<file path="src/rtl/mem_arbiter.sv">
// ---------------------------------------------------------------------------
// mem_arbiter
//
// Purpose
//   Lets the I-cache refill port and the D-cache refill/writeback port share
//   one block memory. The winning request is registered at grant time and
//   driven to the memory. The memory's ready/done is returned only to the
//   winner.
//
// Handshake
//   Each requester raises its request (i_ren, d_ren, d_wen) and holds it,
//   with a stable address and data, until its one-cycle completion pulse
//   (i_ready, d_ready, d_done). The request is dropped before the next edge.
//   The arbiter raises mem_ren or mem_wen one cycle after the grant. It holds
//   the strobe, address and data until the matching mem_ready or mem_done
//   pulse. Completion pulses are combinational from the memory.
//
// Ports
//   clock, reset        rising-edge clock; asynchronous active-low reset
//   i_ren, i_block_address, i_ready, i_dout          I-side read port
//   d_ren, d_wen, d_block_address, d_din,
//   d_ready, d_done, d_dout                          D-side read/write port
//   mem_ren, mem_wen, mem_block_address, mem_din,
//   mem_ready, mem_done, mem_dout                    unified memory port
//   dbg_state           FSM state: 0 = IDLE, 1 = SERVE_I, 2 = SERVE_D
//
// Configuration macros
//   ARB_RR_EN           When an I request and a D request arrive together,
//                       the grant alternates. When the macro is undefined,
//                       D always wins.
//   MEM_ARB_SIM_CHECKS  Simulation only. Reports an error when d_ren and
//                       d_wen are both high at grant.
// ---------------------------------------------------------------------------
module mem_arbiter #(
  parameter int ADDR_W  = 10,
  parameter int BLOCK_W = 128
) (
  input  logic               clock,
  input  logic               reset,
  input  logic               i_ren,
  input  logic [ADDR_W-1:0]  i_block_address,
  output logic               i_ready,
  output logic [BLOCK_W-1:0] i_dout,
  input  logic               d_ren,
  input  logic               d_wen,
  input  logic [ADDR_W-1:0]  d_block_address,
  input  logic [BLOCK_W-1:0] d_din,
  output logic               d_ready,
  output logic               d_done,
  output logic [BLOCK_W-1:0] d_dout,
  output logic               mem_ren,
  output logic               mem_wen,
  output logic [ADDR_W-1:0]  mem_block_address,
  output logic [BLOCK_W-1:0] mem_din,
  input  logic               mem_ready,
  input  logic               mem_done,
  input  logic [BLOCK_W-1:0] mem_dout,
  output logic [1:0]         dbg_state
);

  typedef enum logic [1:0] {
    IDLE    = 2'd0,
    SERVE_I = 2'd1,
    SERVE_D = 2'd2
  } state_t;

  state_t               state_q, state_d;
  logic                 mem_ren_q, mem_ren_d;
  logic                 mem_wen_q, mem_wen_d;
  logic [ADDR_W-1:0]    addr_q, addr_d;
  logic [BLOCK_W-1:0]   din_q, din_d;

  logic                 i_req, d_req;
  logic                 grant_i, grant_d;
  logic                 complete;

`ifdef ARB_RR_EN
  // 1 means the most recent grant went to D. Reset value is 0 (last = I).
  logic                 last_d_q, last_d_d;
`endif

  assign i_req = i_ren;
  assign d_req = d_ren | d_wen;

  // Grants are only issued from IDLE. While an op is in flight, requester
  // inputs are ignored and everything is taken from the latched registers.
  always_comb begin
    grant_i = 1'b0;
    grant_d = 1'b0;
    if (state_q == IDLE) begin
      if (i_req && d_req) begin
`ifdef ARB_RR_EN
        grant_d = ~last_d_q;
        grant_i = last_d_q;
`else
        grant_d = 1'b1;
`endif
      end else begin
        grant_i = i_req;
        grant_d = d_req;
      end
    end
  end

  // A completion counts only when it matches the op in flight. A stray pulse
  // in IDLE, or a pulse of the wrong type, has no effect.
  assign complete = (mem_ren_q & mem_ready) | (mem_wen_q & mem_done);

  // State register
  always_ff @(posedge clock or negedge reset) begin
    if (!reset) begin
      state_q   <= IDLE;
      mem_ren_q <= 1'b0;
      mem_wen_q <= 1'b0;
      addr_q    <= '0;
      din_q     <= '0;
`ifdef ARB_RR_EN
      last_d_q  <= 1'b0;
`endif
    end else begin
      state_q   <= state_d;
      mem_ren_q <= mem_ren_d;
      mem_wen_q <= mem_wen_d;
      addr_q    <= addr_d;
      din_q     <= din_d;
`ifdef ARB_RR_EN
      last_d_q  <= last_d_d;
`endif
    end
  end

  // Next-state logic
  always_comb begin
    state_d   = state_q;
    mem_ren_d = mem_ren_q;
    mem_wen_d = mem_wen_q;
    addr_d    = addr_q;
    din_d     = din_q;
`ifdef ARB_RR_EN
    last_d_d  = last_d_q;
    if (grant_d) begin
      last_d_d = 1'b1;
    end else if (grant_i) begin
      last_d_d = 1'b0;
    end
`endif
    case (state_q)
      IDLE: begin
        if (grant_i) begin
          state_d   = SERVE_I;
          mem_ren_d = 1'b1;
          mem_wen_d = 1'b0;
          addr_d    = i_block_address;
        end else if (grant_d) begin
          // When d_ren and d_wen are both high, the write wins.
          state_d   = SERVE_D;
          mem_ren_d = ~d_wen;
          mem_wen_d = d_wen;
          addr_d    = d_block_address;
          if (d_wen) begin
            din_d = d_din;
          end
        end
      end
      SERVE_I, SERVE_D: begin
        if (complete) begin
          state_d   = IDLE;
          mem_ren_d = 1'b0;
          mem_wen_d = 1'b0;
        end
      end
      default: begin
        state_d   = IDLE;
        mem_ren_d = 1'b0;
        mem_wen_d = 1'b0;
      end
    endcase
  end

  // Output logic: completions are routed to the winner only.
  always_comb begin
    i_ready = 1'b0;
    d_ready = 1'b0;
    d_done  = 1'b0;
    case (state_q)
      SERVE_I: i_ready = mem_ren_q & mem_ready;
      SERVE_D: begin
        d_ready = mem_ren_q & mem_ready;
        d_done  = mem_wen_q & mem_done;
      end
      default: ;
    endcase
  end

  assign mem_ren           = mem_ren_q;
  assign mem_wen           = mem_wen_q;
  assign mem_block_address = addr_q;
  assign mem_din           = din_q;
  assign i_dout            = mem_dout;
  assign d_dout            = mem_dout;
  assign dbg_state         = state_q;

`ifdef MEM_ARB_SIM_CHECKS
  always @(posedge clock) begin
    if (reset && state_q == IDLE && grant_d && d_ren && d_wen) begin
      $error("mem_arbiter: d_ren and d_wen both high; write served");
    end
  end
`endif

endmodule

</file>
<file path="config.mk">
export PLATFORM = sky130hd
export DESIGN_NAME = mem_arbiter
export DESIGN_NICKNAME = d
export VERILOG_FILES = /design/src/rtl/mem_arbiter.sv
export SDC_FILE = /design/constraint.sdc
export NUM_CORES = 1
export LEC_CHECK = 0
export CAP_MARGIN = 10
export CORE_AREA = 5 5 266 268
export CTS_CLUSTER_DIAMETER = 120
export DETAILED_ROUTE_END_ITERATION = 10
export DIE_AREA = 0 0 271 273
export PLACE_DENSITY_LB_ADDON = 0.08
export SETUP_SLACK_MARGIN = 0.3
export SYNTH_ARGS = -nofsm -noshare
export SYNTH_HDL_FRONTEND = slang
export SYNTH_SLANG_ARGS = --single-unit
</file>
<file path="constraint.sdc">
create_clock -name clock -period 2.8 [get_ports clock]
set_input_delay 0.28 -clock clock [delete_from_list [all_inputs] [get_ports clock]]
set_output_delay 0.28 -clock clock [all_outputs]
set_load 0.03 [all_outputs]
</file>
==> flow_metrics.py <==
metrics = {
    "yosys": {
        "synth_top_family_by_area": "buffers and inverters",
        "syn_inst": 602,
        "synth_mux_area_frac": 0.2068,
        "synth-xor-area-share": 0,
        "synth_seq_cells": 142,
        "seq_area_frac_synth": 0.4767,
        "synth_common_cells": "buf_4 (258), dfrtp_1 (142), mux2_1 (109)",
        "synthMostInstantiatedCell": "buf_4",
        "synth.net_count": 888,
        "synth_top_area_share": 0.4767,
        "synth_compound_area_frac": 0.01628,
        "ys_top_cells_by_area": "dfrtp_1 (48%), buf_4 (26%), mux2_1 (16%)",
        "ys_async_sr_fraction": 1.000,
        "synth_warnings": 0,
        "ys_dominant_reg_cell": "dfrtp_1",
        "postSynthAreaPerCell_um2": 12.38,
        "yosys.area_share.simple": 0.01544,
        "yosysUniqueCellTypes": 27,
        "synth_edf_count": 0,
        "synth.largest_area_cell": "dfrtp_1",
        "synth_adder_area_share": 0.005035,
        "netlist_area_um2": 7455,
    },
    "floorplanning": {
        "die_h_um": 273,
        "fp-row-count": 96,
        "die_w_um": 271,
        "core_area_um2": 68110,
        "ios": 684,
        "initial_core_util": 0.1095,
        "die-area_um2": 73980,
    },
    "run_status": {
        "status": "completed",
    },
    "timing": {
        "slew_viol_final": 0,
        "min_period_over_period": 0.8252,
        "fmax_ghz": 0.4328,
        "clock_skew_ns": 0.009199,
        "tightestPinTransition_ns": 0.5159,
        "setup_viol": 0,
        "period_needed_ns": 2.311,
        "hold_slack_ns": 0.3354,
        "tns_ns": 0,
        "rsz0062_at_grt": "no",
        "max_slew_margin": 0.6560,
        "finalHoldViolations": 0,
    },
    "detailed_routing": {
        "vias": 4305,
        "first_pass_iters": 4,
        "drc_errors": 0,
        "viasPerCell": 2.774,
        "route.detailed.wl_per_inst_um": 15.63,
        "drt_iter0_markers": 91,
        "postRouteAntennaNets": 0,
        "wl_um": 24260,
    },
    "power_and_ir_drop": {
        "finalPower_mw": 12.59,
        "p_per_area_nw_per_um2": 1226,
        "p_leak_nw": 3.941,
        "clockPowerShare": 0.199,
        "p_sw_mw": 5.208,
        "combinationalPowerShare": 0.511,
        "switching_share": 0.4136,
        "internal-power_mw": 7.382,
        "vdd_drop_max_uv": 313.0,
        "seq_power_share": 0.290,
    },
    "cells_and_area": {
        "final_nets": 943,
        "final_util": 0.1508,
        "n_antenna_cell": 0,
        "drive_gt1_frac": 0.09254,
        "area_delta_synth_final_pct": 37.75,
        "instances_no_fill": 1552,
    },
    "setup_path": {
        "endpoint_kind": "primary output",
        "critPathArrivalTime_ns": 2.03,
        "critPathLaunchType": "register",
        "rrSetupSlack_ns": 0.78,
        "crit_type": "register to primary output",
        "crit_fanout": 4,
        "required_ns": 2.52,
    },
    "global_routing": {
        "grt_pass1_wl_um": 35270,
        "grt_use_total": 0.06599,
        "grt_max_degree": 51,
        "antenna_found_initial": 3,
        "gr-total-overflow": 0,
        "grt_pass1_vias": 4986,
    },
    "clock_network": {
        "path_clk_slew_ns": 0.07,
        "cts_resized": 0,
        "clk_latency_ns": 0.46,
        "tritoncts": "done",
        "htreeDepth": 4,
        "clk_path_buf_depth": 2,
        "clock_sinks": 142,
        "root_buffer": "clkbuf_16",
        "cts_buffers": 17,
    },
    "placement": {
        "io_buffers": 299,
        "dp_cells": 1519,
        "finalWeightedCongestion": 0.6230,
        "dp_hpwl_um": 18150,
    },
    "worst_hold_path": {
        "hp-class": "input pin to asynchronous set/reset pin",
    },
    "flow_run": {
        "maxCapViolCount": 0,
    },
}
## state kept, by name, summed over array words and instances, names as in the netlist
name / count
dbg_state: 2
mem_block_address: 10
mem_din: 128
mem_ren: 1
mem_wen: 1
## layout make-up
class                           count  area, um2
Timing Repair Buffer              309       3172
Sequential cell                   142       3553
Clock inverter                     14      180.2
Fill cell                        7538      57840
Tap cell                          882       1104
Clock buffer                       18      429.2
Multi-Input combinational cell    185       1823
Inverter                            2      7.507
## worst paths after layout
path,from,end,depth (start not counted)
max,dbg_state[0],d_ready,4
min,reset,mem_block_address[6],2
max reg2reg,dbg_state[1],mem_din[70],5
min reg2reg,mem_din[1],mem_din[1],1
max in group asynchronous,reset,mem_din[70],3
min in group clock,i_block_address[9],mem_block_address[9],3
## layout by cell type (no fill, tap or decap), types with 2 or more instances in the layout
| cell | instances |
|---|---|
| inv_6 | 5 |
| a21oi_1 | 2 |
| clkinvlp_4 | 2 |
| mux2_2 | 19 |
| mux2i_1 | 10 |
| nor2_1 | 3 |
| nand2_1 | 12 |
| inv_1 | 2 |
| dfrtp_1 | 142 |
| mux2_1 | 109 |
| buf_12 | 8 |
| bufinv_16 | 3 |
| o21ai_0 | 11 |
| clkinv_4 | 3 |
| ha_1 | 3 |
| and3_1 | 3 |
| clkdlybuf4s50_1 | 298 |
| clkbuf_16 | 17 |
## stage by stage
step           setup WS, ns  instance area [um2]
4_1_cts              0.3757                10270
3_3_place_gp         0.7102                 9649
2_1_floorplan        0.9842                 7455
3_5_place_dp         0.7140                 9649
5_1_grt              0.3517                10270
6_report             0.4894                10270
## repair_timing
item                                   in CTS  in global routing
hold buffers                                1                  0
endpoints found under the hold margin      42                  0
setup buffers                               0                  0
## power by group through the flow
stage               Combinational [mW]  Clock, mW  Sequential, mW
floorplan                         2.09          0            5.75
global placement                  6.63          0            3.74
detailed placement                6.60          0            3.72
CTS                               6.62       2.69            3.69
global route                      6.84       2.74            3.81
finish                            6.43       2.51            3.65
## kinds of logic (layout without fill, tap and decap cells)
family | count (synthesis) | in the layout
AOI/OAI and AO/OA | 20 | 20
buffers and inverters | 275 | 343
muxes | 138 | 138
adders and majority gates | 3 | 3
DFF | 142 | 142
and+or+nand+nor | 24 | 24
## layer usage
metal | GRT usage | up-vias | share of wire
met5 | 0 | - | 0.0019
met4 | 0.02965 | 6 | 0.025
met3 | 0.05443 | 70 | 0.15
met2 | 0.1050 | 306 | 0.48
met1 | 0.06141 | 2074 | 0.34
li1 | - | 1849 | -
## critical path, cell delays in order (launching register included)
cell and delay, ns:
dfrtp_1 0.42, inv_1 0.12, ha_1 0.19, and3_1 0.16, clkdlybuf4s50_1 0.68
No activity file was read; power rests on OpenSTA's default activity.
